[config.mk]
export PLATFORM = sky130hd
export DESIGN_NAME = bsg_clk_gen_pearl_monitor_counter
export DESIGN_NICKNAME = d
export VERILOG_FILES = /design/src/rtl/bsg_clk_gen_pearl_pkg.sv /design/src/rtl/bsg_clk_gen_pearl_monitor_edge_sync.sv /design/src/rtl/bsg_clk_gen_pearl_monitor_counter.sv
export SDC_FILE = /design/constraint.sdc
export NUM_CORES = 1
export LEC_CHECK = 0
export CAP_MARGIN = 20
export CORE_MARGIN = 2
export CORE_UTILIZATION = 45
export CTS_CLUSTER_DIAMETER = 60
export DETAILED_ROUTE_END_ITERATION = 8
export GPL_ROUTABILITY_DRIVEN = 0
export GPL_TIMING_DRIVEN = 0
export PLACE_DENSITY = 0.68
export SLEW_MARGIN = 20
export SYNTH_ARGS = -nofsm -noshare
export SYNTH_HDL_FRONTEND = slang
export SYNTH_SLANG_ARGS = --single-unit
export TNS_END_PERCENT = 30
[constraint.sdc]
create_clock -name clk_i -period 2.5 [get_ports clk_i]
set_clock_uncertainty 0.05 [all_clocks]
set_input_delay 0.25 -clock clk_i [delete_from_list [all_inputs] [get_ports clk_i]]
set_output_delay 0.25 -clock clk_i [all_outputs]
set_load 0.05 [all_outputs]
[src/rtl/bsg_clk_gen_pearl_pkg.sv]
// Shared types for the clock-gen pearl monitor path.
package bsg_clk_gen_pearl_pkg;

  // Measurement sequencing of the monitor counter.
  typedef enum logic [1:0] {
    IDLE    = 2'd0,
    MEASURE = 2'd1,
    DONE    = 2'd2
  } bsg_clk_gen_pearl_monitor_counter_state_e;

  // Stages between the asynchronous monitor pin and the edge history flop.
  localparam int unsigned monitor_sync_stages_lp = 2;

endpackage

[src/rtl/bsg_clk_gen_pearl_monitor_edge_sync.sv]
// Brings an asynchronous monitor clock into clk_i and flags its rising edges.
module bsg_clk_gen_pearl_monitor_edge_sync
  import bsg_clk_gen_pearl_pkg::*;
(
  input  logic clk_i,
  input  logic reset_n_i,
  input  logic monitor,
  output logic rise_c
);

  (* async_reg = "true" *) logic [monitor_sync_stages_lp-1:0] sync_r;
  logic hist_r;

  // Two-stage synchronizer followed by one history flop for edge detection.
  always_ff @(posedge clk_i or negedge reset_n_i) begin
    if (!reset_n_i) begin
      sync_r <= '0;
      hist_r <= 1'b0;
    end else begin
      sync_r <= {sync_r[monitor_sync_stages_lp-2:0], monitor};
      hist_r <= sync_r[monitor_sync_stages_lp-1];
    end
  end

  // Single-cycle pulse when the synchronized monitor goes 0 -> 1.
  assign rise_c = sync_r[monitor_sync_stages_lp-1] & ~hist_r;

endmodule

[src/rtl/bsg_clk_gen_pearl_monitor_counter.sv]
// Counts monitor-clock rising edges over a programmable window of clk_i cycles.
module bsg_clk_gen_pearl_monitor_counter
  import bsg_clk_gen_pearl_pkg::*;
#(
  parameter int unsigned window_width_p = 16,
  parameter int unsigned count_width_p  = 16
) (
  input  logic                      clk_i,
  input  logic                      reset_n_i,
  input  logic                      clk_monitor_i,
  input  logic                      start_v_i,
  input  logic [window_width_p-1:0] window_i,
  output logic                      ready_o,
  output logic                      count_v_o,
  output logic [count_width_p-1:0]  count_o,
  output logic                      overflow_o,
  input  logic                      yumi_i
);

  bsg_clk_gen_pearl_monitor_counter_state_e state_r, state_n;

  logic [window_width_p-1:0] win_r, win_n;
  logic [count_width_p-1:0]  count_r, count_n;
  logic                      overflow_r, overflow_n;
  logic                      ready_r, ready_n;
  logic                      count_v_r, count_v_n;
  logic                      rise;

  bsg_clk_gen_pearl_monitor_edge_sync edge_sync (
    .clk_i     (clk_i),
    .reset_n_i (reset_n_i),
    .monitor   (clk_monitor_i),
    .rise_c    (rise)
  );

  // Next-state, window/count update and output decode.
  always_comb begin
    state_n    = state_r;
    win_n      = win_r;
    count_n    = count_r;
    overflow_n = overflow_r;
    unique case (state_r)
      IDLE: begin
        if (start_v_i && ready_r) begin
          count_n    = '0;
          overflow_n = 1'b0;
          if (window_i != '0) begin
            win_n   = window_i;
            state_n = MEASURE;
          end else begin
            state_n = DONE;
          end
        end
      end
      MEASURE: begin
        win_n = win_r - window_width_p'(1);
        if (rise) begin
          if (count_r == '1) overflow_n = 1'b1;
          else               count_n    = count_r + count_width_p'(1);
        end
        if (win_r == window_width_p'(1)) state_n = DONE;
      end
      DONE: begin
        if (yumi_i && count_v_r) state_n = IDLE;
      end
      default: state_n = IDLE;
    endcase
    ready_n   = (state_n == IDLE);
    // Valid trails entry to DONE by one cycle and drops on the taking edge.
    count_v_n = (state_r == DONE) && !(count_v_r && yumi_i);
  end

  // State and datapath registers; reset discards any partial measurement.
  always_ff @(posedge clk_i or negedge reset_n_i) begin
    if (!reset_n_i) begin
      state_r    <= IDLE;
      win_r      <= '0;
      count_r    <= '0;
      overflow_r <= 1'b0;
      ready_r    <= 1'b1;
      count_v_r  <= 1'b0;
    end else begin
      state_r    <= state_n;
      win_r      <= win_n;
      count_r    <= count_n;
      overflow_r <= overflow_n;
      ready_r    <= ready_n;
      count_v_r  <= count_v_n;
    end
  end

  assign ready_o    = ready_r;
  assign count_v_o  = count_v_r;
  assign count_o    = count_r;
  assign overflow_o = overflow_r;

endmodule

* Yosys cells after proc, flatten, opt, wreduce, memory -nomap -nowiden
Cells that the tools add are included.
** Word-level totals
- Register bits :: 40
- Bits in latches :: 0
- Bits in writable memories :: 0
- Memory bits (read-only) :: 0
- Output and inout port bits :: 19
- Word-level logic and storage cells :: 48
- Memories kept :: 0
** Operators by class
- $add $sub $neg :: 2
- $mul :: 0
- Div/mod/pow operators :: 0
- Order comparisons :: 0
- Equal/unequal tests :: 9
- Shift-type cells :: 0
- Mux-type cells :: 16
- Bitwise gates (word level) :: 2
- Reductions and logical operators :: 11
** Operators by type and width (number)
- $mux 16 :: 5
- $pmux 16 s2 :: 2
- $add 16x1->16 const B :: 1
- $eq 16x1->1 const B :: 1
- $eq 16x16->1 const B :: 1
- $reduce_bool 16->1 :: 1
- $sub 16x1->16 const B :: 1
- $mux 2 :: 4
- $ne 2x2->1 const B :: 4
- $reduce_and 4->1 :: 2
- $pmux 2 s3 :: 1
- $logic_not 2->1 :: 2
- $logic_and 1x1->1 :: 3
- $mux 1 :: 3
- $reduce_and 3->1 :: 1
- $eq 2x1->1 const B :: 1
- $eq 2x2->1 const B :: 1
- $ne 2x1->1 const B :: 1
- $pmux 1 s2 :: 1
- $reduce_bool 2->1 :: 1
- $and 1x1->1 :: 1
- $logic_not 1->1 :: 1
- $not 1->1 :: 1

* Depth between registers and ports, before layout
- Depth in word-level cells :: 5
- Depth in mapped cells :: 7

* Hierarchy
A second synthesis with hierarchy kept.
** Unflattened totals
- Cell total of the unflattened synthesis :: 232
- Area total of the unflattened synthesis :: 2205.9 um^2
** Modules (own cells, without submodules)
- bsg_clk_gen_pearl_monitor_counter :: times used 1, cells each 228, area each 2117.0 um^2, sequential area each 927.1 um^2
- bsg_clk_gen_pearl_monitor_edge_sync :: times used 1, cells each 4, area each 88.8 um^2, sequential area each 75.1 um^2

* Worst setup path after synthesis
Ideal clock, no wire load.
- Kind :: register to register
- Start :: register count_r[12] (netlist: count_o[12])
- End :: register count_r[15] (netlist: count_o[15])
- Arrival :: 1.925 ns
- Required time :: 2.372 ns
- Slack :: 0.447 ns
- Stages on the path, launching flop included :: 5
- Path buffers :: 0
- Clock period less this slack :: 2.053 ns
- Cell sequence :: dfrtp_1 nand3_1 or3_1 or4_1 a21oi_1
** Between the ends
- Cells in the longest elaborated chain, start to end :: 4
** Ends and longest elaborated chain
- from (decl) :: RTL line bsg_clk_gen_pearl_monitor_counter.sv:23 : logic [count_width_p-1:0] count_r, count_n;
- from (signal assigned) :: RTL line bsg_clk_gen_pearl_monitor_counter.sv:85 : count_r <= count_n;
- $add 16x1->16 :: RTL line bsg_clk_gen_pearl_monitor_counter.sv:59 : else count_n = count_r + count_width_p'(1);
- $mux 16 :: RTL line bsg_clk_gen_pearl_monitor_counter.sv:58 : if (count_r == '1) overflow_n = 1'b1;
- $mux 16 :: RTL line bsg_clk_gen_pearl_monitor_counter.sv:57 : if (rise) begin
- $pmux 16 s2 :: RTL line bsg_clk_gen_pearl_monitor_counter.sv:42 : unique case (state_r)
Parallel ways exist; a longest one is shown, timed or not. The select of a mux whose other input is x is not followed.
A chain may end at the register's enable or synchronous reset.

* Worst setup path in the final report
- Start :: input port window_i[0]
- End :: register win_r[2]
** Between the ends
- Cells in the longest elaborated chain, start to end :: 3
** Ends and longest elaborated chain
- from (decl) :: RTL line bsg_clk_gen_pearl_monitor_counter.sv:12 : input logic [window_width_p-1:0] window_i,
- $reduce_bool 16->1 :: RTL line bsg_clk_gen_pearl_monitor_counter.sv:47 : if (window_i != '0) begin
- $ne 2x2->1 (no source line)
- $reduce_and 3->1 (no source line)
- to (signal assigned) :: RTL line bsg_clk_gen_pearl_monitor_counter.sv:84 : win_r <= win_n;
- to (decl) :: RTL line bsg_clk_gen_pearl_monitor_counter.sv:22 : logic [window_width_p-1:0] win_r, win_n;
No other way between the ends.

==> impl_results.md <==
* Status: completed
* Most used DFF post-synth: dfrtp_1
* Post-synth EDFFs at 0
* Maximum vdd drop at 0.511 mV
* Iteration-0 DRC Markers at 154
* PnR worst setup slack at 384 ps
* Post-synthesis sequential area ratio at 0.444
* Pre-CTS setup slack at 118 ps
* Mapped Area at 2260 um2
* DR WL/cell at 16.0 um
* Placed Area at 2750 um2
* CTS Buf Count at 5
* Cells after Synth at 224
* Worst skew pair latency at 290 ps
* Syn Area/Cell at 10.1 um2
* RSZ-0062 raised after global routing: no
* Post-Layout Cell Count at 340
* Setup Viol. Count Final at 0
* Grt ovf at 0
* Diodes inserted at 0
* Number of global-route vias before repair at 1,809
* Top post-synthesis cells by area: dfrtp_1 43%, a21oi_1 3.3%, o31ai_1 3.0%, nand2_1 2.7%, or4_1 2.3%
* Commonest non-fill, non-tap cell in the layout: dfrtp_1
* Total wire length at 5450 um
* Via count at 2,050
* Die Wd at 74.8 um
* Kind of critical path: primary input to flip-flop
* CTS Buffer Depth at 2
* Synth-to-Final Area Change at 26.4%
* Lkg Pwr at 1.10 nW
* Antenna violations before repair at 0
* CTS clk-pin slew, worst paths at 70 ps
* Achievable Freq at 472 MHz
* Post-route cell area at 2850 um2
* TritonCTS clock tree: yes
* Post-route antenna net violation count at 0
* Yosys reg bits at 40
* Die area at 5600 um2
* Max-cap viol count at 0
* CP Launch Type: primary input
* Most frequent cells in the layout: 39 x dfrtp_1, 38 x clkdlybuf4s50_1, 16 x nand2_1
* Rows at 25
* Critical Path AT at 2250 ps
* Yosys Warn Count at 0
* I/O pin count at 40
* Post-CTS setup buffer count at 0
* DP Wirelength at 4050 um
* Htree depth at 2
* Drt first pass iters at 4
* Post-synth top area cell: dfrtp_1
* DRC at 0
* Pwr/cell area at 575 nW/um2
* Die H at 74.8 um
* FFs w/ async S/R, synth at 1.00
* Core box area at 4790 um2
* Buffers on Ports at 39
* Placed Cells at 331
* Worst stage delay on the critical path at 470 ps
* Post-synth top area share at 0.432
* Worst Max-Slew Pin Slew at 747 ps
* Fraction of layout cells with a size suffix above 1 at 0.0952
* Critical Path Fanout Max at 8
* Starting Density at 0.472
* Setup_tns at 0 ps
* CP Cell Sequence: clkdlybuf4s50_1, nor4_1, nand4_1, nand2_1, mux2_2
* Design Power at 1.64 mW
* Layout Nets at 296
* Pin count of the biggest net entering global routing at 25
* Post-synthesis cell type count at 58
* Net count after synthesis at 248
* Total Routing Usage GR at 0.213
* Global-route wire length before repair at 9070 um
* CP max stage cell: nor4_1
* Class of the worst hold path: flip-flop to flip-flop
* Final count of hold timing violations at 0
* CTS sink cnt at 40
* Fin. max-slew vios at 0
* Final Cycle Share at 0.847
* CP Capture Type: flip-flop
* Period minus WS final at 2120 ps
* Critical Path RT at 2630 ps
* Max-slew headroom at 0.498
* Drt via density at 6.03
* CTS root buf: clkbuf_8
stage by stage:
step	hold WS, ps	util
6_report	305	0.596
5_1_grt	311	0.596
4_1_cts	309	0.596
3_5_place_dp	163	0.575
3_3_place_gp	282	0.571
2_1_floorplan	-95.6	-
cell families (layout without fill, tap and decap cells):
kind of cell | after synthesis | after routing | synth area share
flops | 40 | 40 | 0.444
fa+ha+maj | 3 | 3 | 0.0166
compound gates | 65 | 65 | 0.225
xor+xnor | 1 | 1 | 0.00388
mux | 6 | 6 | 0.0277
buf+inv | 17 | 66 | 0.0382
simple gates | 92 | 92 | 0.244
layout make-up:
| class | instances | area [um2] |
|---|---|---|
| Fill cell | 417 | 1930 |
| Multi-Input combinational cell | 167 | 1170 |
| Sequential cell | 40 | 1000 |
| Timing Repair Buffer | 41 | 423 |
| Clock buffer | 8 | 90.1 |
| Tap cell | 67 | 83.8 |
| Buffer | 10 | 60.1 |
| Inverter | 7 | 26.3 |
state kept, by name, indices dropped and copies added (netlist names):
| name | cells |
|---|---|
| count_v_o | 1 |
| win_r | 16 |
| state_r | 2 |
| edge_sync.hist_r | 1 |
| overflow_o | 1 |
| ready_o | 1 |
| edge_sync.sync_r | 2 |
| count_o | 16 |
per-layer routing:
metal  wire (um)  global-route usage  vias to the layer above  part of all wire
met5           0                   0                        -                 0
met4          43              0.0714                        0            0.0079
met3         255              0.0335                        4             0.047
met2        2380               0.301                       61              0.44
met1        2770               0.329                      994              0.51
li1            -                   -                      991                 -
critical path, delay by kind of cell:
family,cells,cell delay [ps]
mux,1,370
buf+inv,1,430
simple gates,3,1190
worst paths after layout:
check | end | startpoint | depth (start not counted) | slack [ps]
hold reg to reg | edge_sync.sync_r[1] | edge_sync.sync_r[0] | 0 | 310
setup / recovery | win_r[2] | window_i[0] | 5 | 380
max in group asynchronous | ready_o | reset_n_i | 3 | 1480
hold / removal | edge_sync.sync_r[1] | edge_sync.sync_r[0] | 0 | 310
setup reg to reg | win_r[13] | win_r[8] | 4 | 450
min in group asynchronous | win_r[2] | reset_n_i | 2 | 390
Yosys cell counts, types with 3 or more instances:
master	instances
a21oi_1	15
a221o_1	3
a311o_1	3
and3_1	5
buf_2	6
dfrtp_1	39
ha_1	3
inv_1	7
mux2i_1	4
nand2_1	16
nand2b_1	3
nand3_1	9
nand4_1	4
nor2_1	11
nor2b_1	3
nor3_1	5
nor4_1	8
o211ai_1	4
o21ai_0	5
o221ai_1	4
o31ai_1	9
or3_1	8
or4_1	7
power by group:
group | switching (mW) | internal (mW) | total (mW)
clock | 0.218 | 0.225 | 0.443
combinational | 0.271 | 0.168 | 0.438
sequential | 0.0652 | 0.694 | 0.760
what timing repair did:
action                                  in CTS  in global routing
endpoints found under the hold margin       16                  0
hold buffers                                 1                  0
endpoints found under the setup margin       0                  0
resized for setup                            0                  0
No activity file was read; power rests on OpenSTA's default activity.
